==> config.mk <==
export PLATFORM = sky130hd
export DESIGN_NAME = button_conditioner
export DESIGN_NICKNAME = d
export VERILOG_FILES = /design/src/rtl/button_conditioner_pkg.sv /design/src/rtl/button_conditioner_debounce_channel.sv /design/src/rtl/button_conditioner.sv
export SDC_FILE = /design/constraint.sdc
export NUM_CORES = 1
export LEC_CHECK = 0
export CAP_MARGIN = 10
export CORE_MARGIN = 2
export CORE_UTILIZATION = 50
export CTS_CLUSTER_DIAMETER = 30
export DETAILED_ROUTE_END_ITERATION = 8
export PLACE_DENSITY = 0.73
export SLEW_MARGIN = 15
export SYNTH_ARGS = -nofsm -noshare
export SYNTH_HDL_FRONTEND = slang
export SYNTH_SLANG_ARGS = --single-unit
==> constraint.sdc <==
create_clock -name Clk -period 2.43 [get_ports Clk]
set_clock_uncertainty 0.05 [all_clocks]
set_input_delay 0.486 -clock Clk [delete_from_list [all_inputs] [get_ports Clk]]
set_output_delay 0.486 -clock Clk [all_outputs]
set_load 0.01 [all_outputs]
==> src/rtl/button_conditioner_pkg.sv <==
// Shared constants and helpers for the push-button conditioning path.
// Board debounce and auto-repeat timing is set here once and reused by the top level.
package button_conditioner_pkg;

    localparam int DEFAULT_DEBOUNCE_CYCLES = 16;
    localparam int DEFAULT_REPEAT_DELAY    = 64;
    localparam int DEFAULT_REPEAT_PERIOD   = 16;

    // Bits needed to hold 0..value-1, never less than one bit.
    function automatic int clog2_width(input int value);
        int width;
        width = 0;
        while ((1 << width) < value) begin
            width++;
        end
        return (width < 1) ? 1 : width;
    endfunction

endpackage

==> src/rtl/button_conditioner_debounce_channel.sv <==
// One button channel: 2-flop synchronizer, saturating debounce counter and rising-edge one-shot.
// Auto-repeat logic exists only when BTN_AUTOREPEAT_EN is defined.
module button_conditioner_debounce_channel
    import button_conditioner_pkg::*;
#(
`ifdef BTN_AUTOREPEAT_EN
    parameter int REPEAT_DELAY    = DEFAULT_REPEAT_DELAY,
    parameter int REPEAT_PERIOD   = DEFAULT_REPEAT_PERIOD,
`endif
    parameter int DEBOUNCE_CYCLES = DEFAULT_DEBOUNCE_CYCLES
) (
    input  logic clk,
    input  logic rst_n,
    input  logic btn,
    output logic level,
    output logic pulse
);

    localparam int            CW         = clog2_width(DEBOUNCE_CYCLES);
    localparam logic [CW-1:0] COUNT_LAST = CW'(DEBOUNCE_CYCLES - 1);

    logic          sync1;
    logic          sync2;
    logic [CW-1:0] count;
    logic          accept;
    logic          rise;

    // accept is true on the edge where the new level is taken; rise is the 0->1 case.
    assign accept = (sync2 != level) && (count == COUNT_LAST);
    assign rise   = accept && sync2;

    always_ff @(posedge clk or negedge rst_n) begin
        if (!rst_n) begin
            sync1 <= 1'b0;
            sync2 <= 1'b0;
        end else begin
            sync1 <= btn;
            sync2 <= sync1;
        end
    end

    always_ff @(posedge clk or negedge rst_n) begin
        if (!rst_n) begin
            count <= '0;
            level <= 1'b0;
        end else if (sync2 == level) begin
            count <= '0;
        end else if (count == COUNT_LAST) begin
            level <= sync2;
            count <= '0;
        end else begin
            count <= count + 1'b1;
        end
    end

`ifdef BTN_AUTOREPEAT_EN
    localparam int RW = clog2_width((REPEAT_DELAY > REPEAT_PERIOD) ? REPEAT_DELAY : REPEAT_PERIOD);
    localparam logic [RW-1:0] DELAY_LAST  = RW'(REPEAT_DELAY - 1);
    localparam logic [RW-1:0] PERIOD_LAST = RW'(REPEAT_PERIOD - 1);

    logic [RW-1:0] rep_count;
    logic          repeating;
    logic          repeat_fire;

    // A release being accepted on this edge suppresses any repeat that would coincide with it.
    assign repeat_fire = level && !accept &&
                         (rep_count == (repeating ? PERIOD_LAST : DELAY_LAST));

    always_ff @(posedge clk or negedge rst_n) begin
        if (!rst_n) begin
            rep_count <= '0;
            repeating <= 1'b0;
        end else if (!level || accept) begin
            rep_count <= '0;
            repeating <= 1'b0;
        end else if (repeat_fire) begin
            rep_count <= '0;
            repeating <= 1'b1;
        end else begin
            rep_count <= rep_count + 1'b1;
        end
    end

    always_ff @(posedge clk or negedge rst_n) begin
        if (!rst_n) begin
            pulse <= 1'b0;
        end else begin
            pulse <= rise || repeat_fire;
        end
    end
`else
    always_ff @(posedge clk or negedge rst_n) begin
        if (!rst_n) begin
            pulse <= 1'b0;
        end else begin
            pulse <= rise;
        end
    end
`endif

endmodule

==> src/rtl/button_conditioner.sv <==
// Conditions NUM_BTNS raw push-buttons into debounced Level and one-cycle Pulse outputs.
// Define BTN_AUTOREPEAT_EN to add auto-repeat pulses while a button is held.
module button_conditioner
    import button_conditioner_pkg::*;
#(
    parameter int NUM_BTNS        = 2,
    parameter int DEBOUNCE_CYCLES = DEFAULT_DEBOUNCE_CYCLES,
    parameter int REPEAT_DELAY    = DEFAULT_REPEAT_DELAY,
    parameter int REPEAT_PERIOD   = DEFAULT_REPEAT_PERIOD
) (
    input  logic                Clk,
    input  logic                Rst_n,
    input  logic [NUM_BTNS-1:0] Btn,
    output logic [NUM_BTNS-1:0] Level,
    output logic [NUM_BTNS-1:0] Pulse
);

    // Channels are fully independent copies with no shared state.
    for (genvar i = 0; i < NUM_BTNS; i++) begin : g_channel
        button_conditioner_debounce_channel #(
`ifdef BTN_AUTOREPEAT_EN
            .REPEAT_DELAY    (REPEAT_DELAY),
            .REPEAT_PERIOD   (REPEAT_PERIOD),
`endif
            .DEBOUNCE_CYCLES (DEBOUNCE_CYCLES)
        ) u_channel (
            .clk   (Clk),
            .rst_n (Rst_n),
            .btn   (Btn[i]),
            .level (Level[i]),
            .pulse (Pulse[i])
        );
    end

endmodule
==> flow_metrics.py <==
metrics = {
    "status": {
        "outcome": "finished, final reports clean",
    },
    "synth": {
        "synth_top_area_share_pct": 61.1,
        "yosys_warnings": 0,
        "synth_seq_cells": 16,
        "synth_nets": 54,
        "netlist_area_sq_um": 656,
        "ys_seq_area_share_pct": 61.1,
        "synth_cells": 48,
        "synth.area.top_cells": "dfrtp_1 (61%), xnor2_1 (5.3%), buf_4 (4.6%), mux2_4 (4.6%), ha_1 (3.8%)",
        "avgSynthCellArea_sq_um": 13.7,
        "synth_top_cell_by_area": "dfrtp_1",
        "synth_cell_type_count": 14,
    },
    "global_routing": {
        "grt_max_degree": 17,
        "antenna_found_initial": 0,
        "grt_pass1_vias": 276,
        "grt_pass1_wl_microns": 1150,
        "grt_usage_pct": 11.5,
        "gr-total-overflow": 0,
    },
    "critical_path": {
        "cp_cell_sequence": "clkdlybuf4s50_1",
        "endpoint_kind": "output port",
        "arrival_ps": 1240,
        "critical-path-slowest-cell": "clkdlybuf4s50_1",
        "worst-path-max-fanout": 4,
        "required_ps": 1890,
        "worst_path_largest_cell_delay_ps": 550,
        "crit_family": "buffers and inverters",
        "startpoint_type": "flip-flop",
        "path_class": "reg -> out",
        "crit_buf_inv": 1,
    },
    "cts": {
        "clkTransAtPathRegs_ps": 80,
        "ctsHtreeMaxLevel": 1,
        "cts-root-buf": "clkbuf_4",
        "post_cts_buffers": 0,
        "clock-sinks": 16,
        "cts_resized": 0,
        "clk_latency_ps": 280,
        "ctsHoldBuffers": 0,
        "cts_buffers": 3,
        "cts_tree": "done",
        "cts_buffer_depth": 2,
    },
    "die": {
        "die-area_sq_um": 1620,
        "die_w_microns": 40.2,
        "rows": 13,
        "fp.dieH_microns": 40.2,
        "ios": 8,
        "core-area_sq_um": 1270,
        "initial_core_util_pct": 51.7,
    },
    "placed_design": {
        "io_buffer_count": 7,
        "dp_cells": 66,
        "globalplace.congestion": 0.671,
        "dpl.hpwl_microns": 550,
        "postPlaceCellArea_sq_um": 714,
    },
    "finish": {
        "fin_nets": 62,
        "post-route-util_pct": 58.1,
        "diodes": 0,
        "area_growth_pct": 12.4,
        "final_cells": 69,
        "final_cell_mix": "dfrtp_1 (16), clkdlybuf4s50_1 (7), xnor2_1 (4), a21oi_1 (4), clkbuf_4 (3)",
        "final_common_cell": "dfrtp_1",
        "drive_above_1_share_pct": 16.7,
        "final_cell_area_sq_um": 737,
    },
    "sta": {
        "finalSetupViolations": 0,
        "worst-slew-pin-transition_ps": 646,
        "fmax_mhz": 563,
        "fin_crit_ps": 1780,
        "setup_tns_ps": 0,
        "slew_violations": 0,
        "timing_hold_violations_final": 0,
        "fin_crit_sh_pct": 73.1,
        "max_slew_margin_pct": 56.8,
        "rsz0062_at_grt": "false",
    },
    "detailed_routing": {
        "routed_via_density": 5.00,
        "drtIter0Drc": 1,
        "vias": 345,
        "wl_per_cell_microns": 11.0,
        "drc_errors": 0,
        "wl_microns": 757,
        "antenna_left": 0,
        "dr.pass1.iters": 2,
    },
    "power": {
        "power.density_nw_per_um2": 610,
        "p_leak_nw": 0.318,
        "ir_drop_uv": 369,
    },
    "job": {
        "maxCapViolations": 0,
    },
    "hold_path": {
        "hold_class": "reg -> reg",
    },
}
where the power goes:
| part | switching [mW] | internal, mW |
|---|---|---|
| Clock | 0.0741 | 0.0575 |
| Sequential | 0.0107 | 0.277 |
| Combinational | 0.0140 | 0.0159 |
stage by stage:
stage               power [mW]  worst slack, ps  hold slack [ps]
CTS                      0.454              642              304
global route             0.468              606              314
detailed placement       0.324              958              286
global placement         0.322              968              282
floorplan                0.309             1230              140
finish                   0.450              654              304
Yosys cell counts:
master,number
o21ai_0,2
inv_1,2
a21oi_1,4
buf_4,4
mux2_4,2
nor3b_1,2
dfrtp_1,16
nor2_1,2
ha_1,2
xnor2_1,4
nor2b_1,2
nand3_2,2
nand4b_1,2
nor3b_2,2
kinds of logic after synthesis:
family / Yosys count / synth area share (%)
flip-flops: 16 / 61.1
AND/OR/NAND/NOR: 12 / 14.9
AO/OA/AOI/OAI: 6 / 4.58
buffers and inverters: 6 / 5.73
XOR/XNOR: 4 / 5.34
multiplexers: 2 / 4.58
adder cells (fa/ha/maj): 2 / 3.82
final cells by class:
cell class	instances	area, sq um
Inverter	2	7.51
Fill cell	105	532
Clock buffer	3	22.5
Tap cell	15	18.8
Multi-Input combinational cell	26	218
Timing Repair Buffer	7	70.1
Sequential cell	16	400
path summary, 6_finish.rpt:
kind	start	end	slack (ps)	cells after the start
worst max-delay path	g_channel[0].u_channel.level$_DFFE_PN0P_	Level[0]	650	1
worst min-delay path	g_channel[0].u_channel.sync1$_DFF_PN0_	g_channel[0].u_channel.sync2$_DFF_PN0_	300	0
worst max register to register	g_channel[0].u_channel.count[0]$_DFF_PN0_	g_channel[0].u_channel.level$_DFFE_PN0P_	1170	3
worst min register to register	g_channel[0].u_channel.sync1$_DFF_PN0_	g_channel[0].u_channel.sync2$_DFF_PN0_	300	0
max in group asynchronous	Rst_n	g_channel[1].u_channel.count[1]$_DFF_PN0_	1370	1
min in group asynchronous	Rst_n	g_channel[1].u_channel.pulse$_DFF_PN0_	550	1
flip-flops by register name, indices dropped and copies added, names as in the netlist:
name	flops
g_channel.u_channel.pulse	2
g_channel.u_channel.level	2
g_channel.u_channel.count	8
g_channel.u_channel.sync2	2
g_channel.u_channel.sync1	2
per-layer routing:
metal	routed length, microns	part of all wire [%]	track usage [%]
met5	0	0	0
met3	43	5.7	5.00
met1	390	52	16.9
met4	18	2.4	7.50
met2	305	40	13.3
Note: power is estimated with default switching activity, not from simulation.
